===== src/rtl/fetch_buffer_pkg.sv =====
// Shared types for the IF->ID fetch buffer: the queued entry layout and the
// NOP word that decode sees when no instruction is available.
package fetch_buffer_pkg;

  localparam logic [31:0] INSTR_NOP = 32'h0;

  typedef struct packed {
    logic [31:0] pc;
    logic [31:0] instr;
    logic        adel;
  } fetch_entry_t;

  localparam fetch_entry_t ENTRY_NOP = '{pc: 32'h0, instr: INSTR_NOP, adel: 1'b0};

endpackage


===== src/rtl/fetch_buffer_if.sv =====
// Fetch-side and decode-side handshake bundle for fetch_buffer.
// master = IF/ID pipeline side, slave = the buffer itself.
interface fetch_buffer_if #(
  parameter int DEPTH = 4
);
  localparam int AW = $clog2(DEPTH);

  logic        if_valid;
  logic [31:0] if_instr;
  logic [31:0] if_pc;
  logic        if_adel;
  logic        if_ready;

  logic        stallD;
  logic        validD;
  logic [31:0] instrD;
  logic [31:0] pcD;
  logic        adelD;
  logic [AW:0] countD;

  modport master (
    output if_valid, if_instr, if_pc, if_adel, stallD,
    input  if_ready, validD, instrD, pcD, adelD, countD
  );

  modport slave (
    input  if_valid, if_instr, if_pc, if_adel, stallD,
    output if_ready, validD, instrD, pcD, adelD, countD
  );

endinterface


===== src/rtl/fetch_buffer.sv =====
// Show-ahead instruction queue between IF and ID, single-cycle flush.
// Define FETCH_BUF_BYPASS_EN to forward a fetched word straight to decode when empty.
module fetch_buffer
  import fetch_buffer_pkg::*;
#(
  parameter  int DEPTH = 4,
  localparam int AW    = $clog2(DEPTH)
) (
  input  logic           clk,
  input  logic           resetn,
  input  logic           flush,
  fetch_buffer_if.slave  fb
);

  localparam logic [AW:0] CNT_FULL = (AW+1)'(DEPTH);

  fetch_entry_t  mem [DEPTH];
  logic [AW-1:0] wp, rp;
  logic [AW:0]   cnt;

  fetch_entry_t  in_e, head;
  logic          empty, full, byp;
  logic          push, wr_en, rd_adv;

  assign in_e = '{pc: fb.if_pc, instr: fb.if_instr, adel: fb.if_adel};

  always_comb begin
    empty = (cnt == '0);
    full  = (cnt == CNT_FULL);
`ifdef FETCH_BUF_BYPASS_EN
    byp   = empty && fb.if_valid && !flush;
`else
    byp   = 1'b0;
`endif
    push   = fb.if_valid && !full && !flush;
    // A bypassed word consumed by decode this cycle never touches the array.
    wr_en  = push && !(byp && !fb.stallD);
    rd_adv = !empty && !fb.stallD && !flush;
    if (byp)        head = in_e;
    else if (empty) head = ENTRY_NOP;
    else            head = mem[rp];
  end

  assign fb.if_ready = !full;
  assign fb.validD   = !empty || byp;
  assign fb.instrD   = head.instr;
  assign fb.pcD      = head.pc;
  assign fb.adelD    = head.adel;
  assign fb.countD   = cnt;

  always_ff @(posedge clk) begin
    if (!resetn) begin
      wp  <= '0;
      rp  <= '0;
      cnt <= '0;
    end else if (flush) begin
      wp  <= '0;
      rp  <= '0;
      cnt <= '0;
    end else begin
      if (wr_en)  wp <= wp + AW'(1);
      if (rd_adv) rp <= rp + AW'(1);
      case ({wr_en, rd_adv})
        2'b10:   cnt <= cnt + 1'b1;
        2'b01:   cnt <= cnt - 1'b1;
        default: cnt <= cnt;
      endcase
    end
  end

  // Storage is not reset; entries are only read while cnt covers them.
  always_ff @(posedge clk) begin
    if (wr_en) mem[wp] <= in_e;
  end

endmodule

===== src/flat_wrapper.sv =====
// flat-port wrapper written by rule: the top's interface ports become plain ports
module fetch_buffer_flat import fetch_buffer_pkg::*;
#(
  parameter  int DEPTH = 4,
  localparam int AW    = $clog2(DEPTH)
)
  (clk, resetn, flush, fb_if_valid, fb_if_instr, fb_if_pc, fb_if_adel, fb_stallD, fb_if_ready, fb_validD, fb_instrD, fb_pcD, fb_adelD, fb_countD);
  fetch_buffer_if #(.DEPTH(DEPTH)) fb_i ();
  input  logic clk;
  input  logic resetn;
  input  logic flush;
  input wire logic [$bits(fb_i.if_valid)-1:0] fb_if_valid;
  input wire logic [$bits(fb_i.if_instr)-1:0] fb_if_instr;
  input wire logic [$bits(fb_i.if_pc)-1:0] fb_if_pc;
  input wire logic [$bits(fb_i.if_adel)-1:0] fb_if_adel;
  input wire logic [$bits(fb_i.stallD)-1:0] fb_stallD;
  output wire logic [$bits(fb_i.if_ready)-1:0] fb_if_ready;
  output wire logic [$bits(fb_i.validD)-1:0] fb_validD;
  output wire logic [$bits(fb_i.instrD)-1:0] fb_instrD;
  output wire logic [$bits(fb_i.pcD)-1:0] fb_pcD;
  output wire logic [$bits(fb_i.adelD)-1:0] fb_adelD;
  output wire logic [$bits(fb_i.countD)-1:0] fb_countD;
  assign fb_i.if_valid = fb_if_valid;
  assign fb_i.if_instr = fb_if_instr;
  assign fb_i.if_pc = fb_if_pc;
  assign fb_i.if_adel = fb_if_adel;
  assign fb_i.stallD = fb_stallD;
  assign fb_if_ready = fb_i.if_ready;
  assign fb_validD = fb_i.validD;
  assign fb_instrD = fb_i.instrD;
  assign fb_pcD = fb_i.pcD;
  assign fb_adelD = fb_i.adelD;
  assign fb_countD = fb_i.countD;
  fetch_buffer #(.DEPTH(DEPTH)) u_core (.clk(clk), .resetn(resetn), .flush(flush), .fb(fb_i));
endmodule

===== config.mk =====
export PLATFORM = sky130hd
export DESIGN_NAME = fetch_buffer_flat
export DESIGN_NICKNAME = d
export VERILOG_FILES = /design/src/rtl/fetch_buffer_pkg.sv /design/src/rtl/fetch_buffer_if.sv /design/src/rtl/fetch_buffer.sv /design/src/flat_wrapper.sv
export SDC_FILE = /design/constraint.sdc
export NUM_CORES = 1
export LEC_CHECK = 0
export CORE_AREA = 3 3 154 156
export CTS_CLUSTER_SIZE = 25
export DETAILED_ROUTE_END_ITERATION = 8
export DIE_AREA = 0 0 157 159
export PLACE_DENSITY = 0.69
export SLEW_MARGIN = 20
export SYNTH_ARGS = -nofsm -noshare
export SYNTH_HDL_FRONTEND = slang
export SYNTH_SLANG_ARGS = --single-unit

===== constraint.sdc =====
create_clock -name clk -period 3.3 [get_ports clk]
set_input_delay 0.33 -clock clk [delete_from_list [all_inputs] [get_ports clk]]
set_output_delay 0.33 -clock clk [all_outputs]
set_load 0.05 [all_outputs]

==> out/results.ini <==
[setup_path]
path_max_fanout = 21
cp_data_required_time_ns = 2.97
cp_num_buf_inv = 2
crit_path_max_incr_delay_ns = 0.71
reg2reg_slack_ns = 0.78
arrival_ns = 2.72
end_kind = primary output
critPathSlowestCell = clkdlybuf4s50_1
crit_chain = buf_12 -> mux4_2 -> and2_1 -> clkdlybuf4s50_1
critPathKind = reg -> out
setup.worst_path.start_class = register
critPathTopFamily = buffers and inverters

[drt]
vias = 5035
wl_per_cell_um = 21.05
drt_iter0_drc = 290
drtAntennaViolNets = 0
drc = 0
drt_pass1_iterations = 4
totalWireLength_um = 20020
viasPerCell = 5.294

[synthesis]
synthArstFlopShare = 0
synth_area_um2 = 10310
synth_xor_area_frac = 0.001699
synth_fa_ha_area_frac = 0.008009
synthMuxAreaShare = 0.1420
postSynthAreaPerCell_um2 = 22.08
synth_top_family_by_area = multiplexers
synthFlopType = edfxtp_1
netlist_instances = 467
yosys_warnings = 0
ys_seq_area_frac = 0.7747
synth_edf_count = 260
synth-simple-area-share = 0.05242
synth_cell_types = 27
syn-num-nets = 543
synth_compound_area_frac = 0.005339
synth-seq-cells = 269

[global_routing]
overflow = 0
grt_max_degree = 45
gr-usage-all-layers = 0.1618
antenna_found_initial = 1
grt_pass1_vias = 5521
grt_pass1_wl_um = 31280

[pwr]
irDropWorstVdd_uv = 392.8
leakage_uw = 0.004184
power-per-cell-area_nw_per_um2 = 542.4

[layout]
layout_common_cells = 260 x edfxtp_1, 139 x clkdlybuf4s50_1, 65 x mux4_2, 65 x and2_1
layout_commonest_cell = edfxtp_1
final_nets = 722
final_area_um2 = 13120
syn2layout_area_growth_pct = 27.27
num_antenna_cells = 0
layout-drive-gt1-share = 0.2147

[sta]
finalSetupViolations = 0
finalCritPeriodShare = 0.9249
skew_ns = 0.01643
hold_viol = 0
slew_headroom = 0.6451
final-max-slew-violation-count = 0
layout_min_cycle_time_ns = 3.052
rsz0062_at_grt = false
fmax_mhz = 327.6
max_slew.worst_pin.slew_ns = 0.5306
fin_tns_setup_ns = 0

[placed_design]
hpwlAfterDp_um = 12550
place_area_um2 = 12170
routabilityCongestion = 0.7113
io_buffers = 139

[floorplanning]
dieArea_um2 = 24960
rows = 55
die_h_um = 159
die_w_um = 157
start_util = 0.4582
coreArea_um2 = 22500
ios = 140

[clock_network]
cts_buffer_depth = 3
path_clk_slew_ns = 0.06
cts-hold-fix-buffers = 0
cts_buffers = 27
clkLatencyLatePin_ns = 0.52
htreeDepth = 1
clockRootBuffer = clkbuf_16
numClockSinks = 269
cts_tree = done

[run_status]
status = finished, final reports clean

[min_path]
min_path_type = in -> reg

[flow_run]
maxCapViolCount = 0

==> kinds of logic (layout without fill, tap and decap cells) <==
group,Yosys count,count (layout)
fa+ha+maj,6,6
xor+xnor,2,2
buf+inv,29,228
flops,269,269
compound gates,9,9
simple gates,87,87
mux,65,65
==> metrics by stage <==
| step | power (uW) | worst slack [ns] | utilization | cells | hold WS, ns |
|---|---|---|---|---|---|
| 6_report | 7117 | 0.2479 | 0.5832 | 951 | 0.4511 |
| 5_1_grt | 7360 | 0.09695 | 0.5832 | 951 | 0.4474 |
| 4_1_cts | 7188 | 0.01717 | 0.5787 | 938 | 0.4296 |
| 3_5_place_dp | 4296 | 0.5736 | 0.5410 | 889 | 0.4871 |
| 3_3_place_gp | 4282 | 0.6177 | 0.5410 | 889 | 0.4683 |
| 2_1_floorplan | 4085 | 0.04123 | - | 467 | 0.4289 |
==> what timing repair did <==
| item | in CTS | in global routing |
|---|---|---|
| buffers inserted | 0 | 13 |
| setup endpoints to repair | 0 | 38 |
| gates resized for setup | 0 | 2 |
==> cells in the mapped netlist (2+ instances only) <==
cell	n	area share
edfxtp_1	260	0.76
and2_1	65	0.039
mux4_2	65	0.14
dfxtp_1	9	0.017
buf_2	8	0.0039
clkbuf_1	8	0.0029
inv_1	7	0.0025
buf_6	6	0.0066
ha_1	5	0.0061
a21oi_1	4	0.0019
and3_1	4	0.0024
nor2_1	3	0.0011
o21ai_0	3	0.0015
nand2_1	2	0.00073
nand2b_1	2	0.0012
nand4_1	2	0.0012
nor2b_1	2	0.0012
or3_1	2	0.0012
xor2_1	2	0.0017
==> power by group <==
part,switching [uW],internal (uW)
clock,1170,1720
sequential,13.8,3800
combinational,226,188
total,1410,5710
==> worst reg2reg max path, delay by kind of cell, from the launching register on <==
kind,cells,cell delay [ns]
adders and majority gates,2,0.55
xor gates and xnor gates,1,0.16
buffers and inverters,2,0.11
DFF,1,0.43
AOI/OAI and AO/OA,1,0.17
and+or+nand+nor,3,1.03
==> area by class of cell <==
cell class	count	area, um2
clock buffers	31	690.7
clock inverters	18	157.7
fillers	1637	9380
inverters	7	28.78
multi-input cells	169	2180
flip-flops and latches	269	7995
well taps	285	356.6
repair buffers	172	1714
==> routing by layer <==
layer | up-vias | global-route usage | wire length [um]
li1 | 2257 | - | -
met5 | - | 0 | 17
met3 | 26 | 0.03316 | 981
met2 | 125 | 0.2748 | 10270
met4 | 2 | 0.03661 | 269
met1 | 2625 | 0.2173 | 8478
==> registers in the layout, summed over array words and instances (netlist names), named ones only <==
register          count
u_core.rp             2
u_core.fb.countD      3
u_core.wp             2
u_core.mem          260
==> final timing paths <==
| check | startpoint | end | cells past startpoint |
|---|---|---|---|
| worst min-delay path | fb_if_instr[17] | u_core.mem[1][18]$_DFFE_PP_ | 1 |
| worst max-delay path | register | fb_pcD[29] | 4 |
| worst min register to register | u_core.rp[1]$_SDFFE_PP0P_ | register | 2 |
| worst max register to register | u_core.fb.countD[2]$_SDFFE_PP0P_ | u_core.fb.countD[2]$_SDFFE_PP0P_ | 9 |
(Power assumes the default switching activity.)
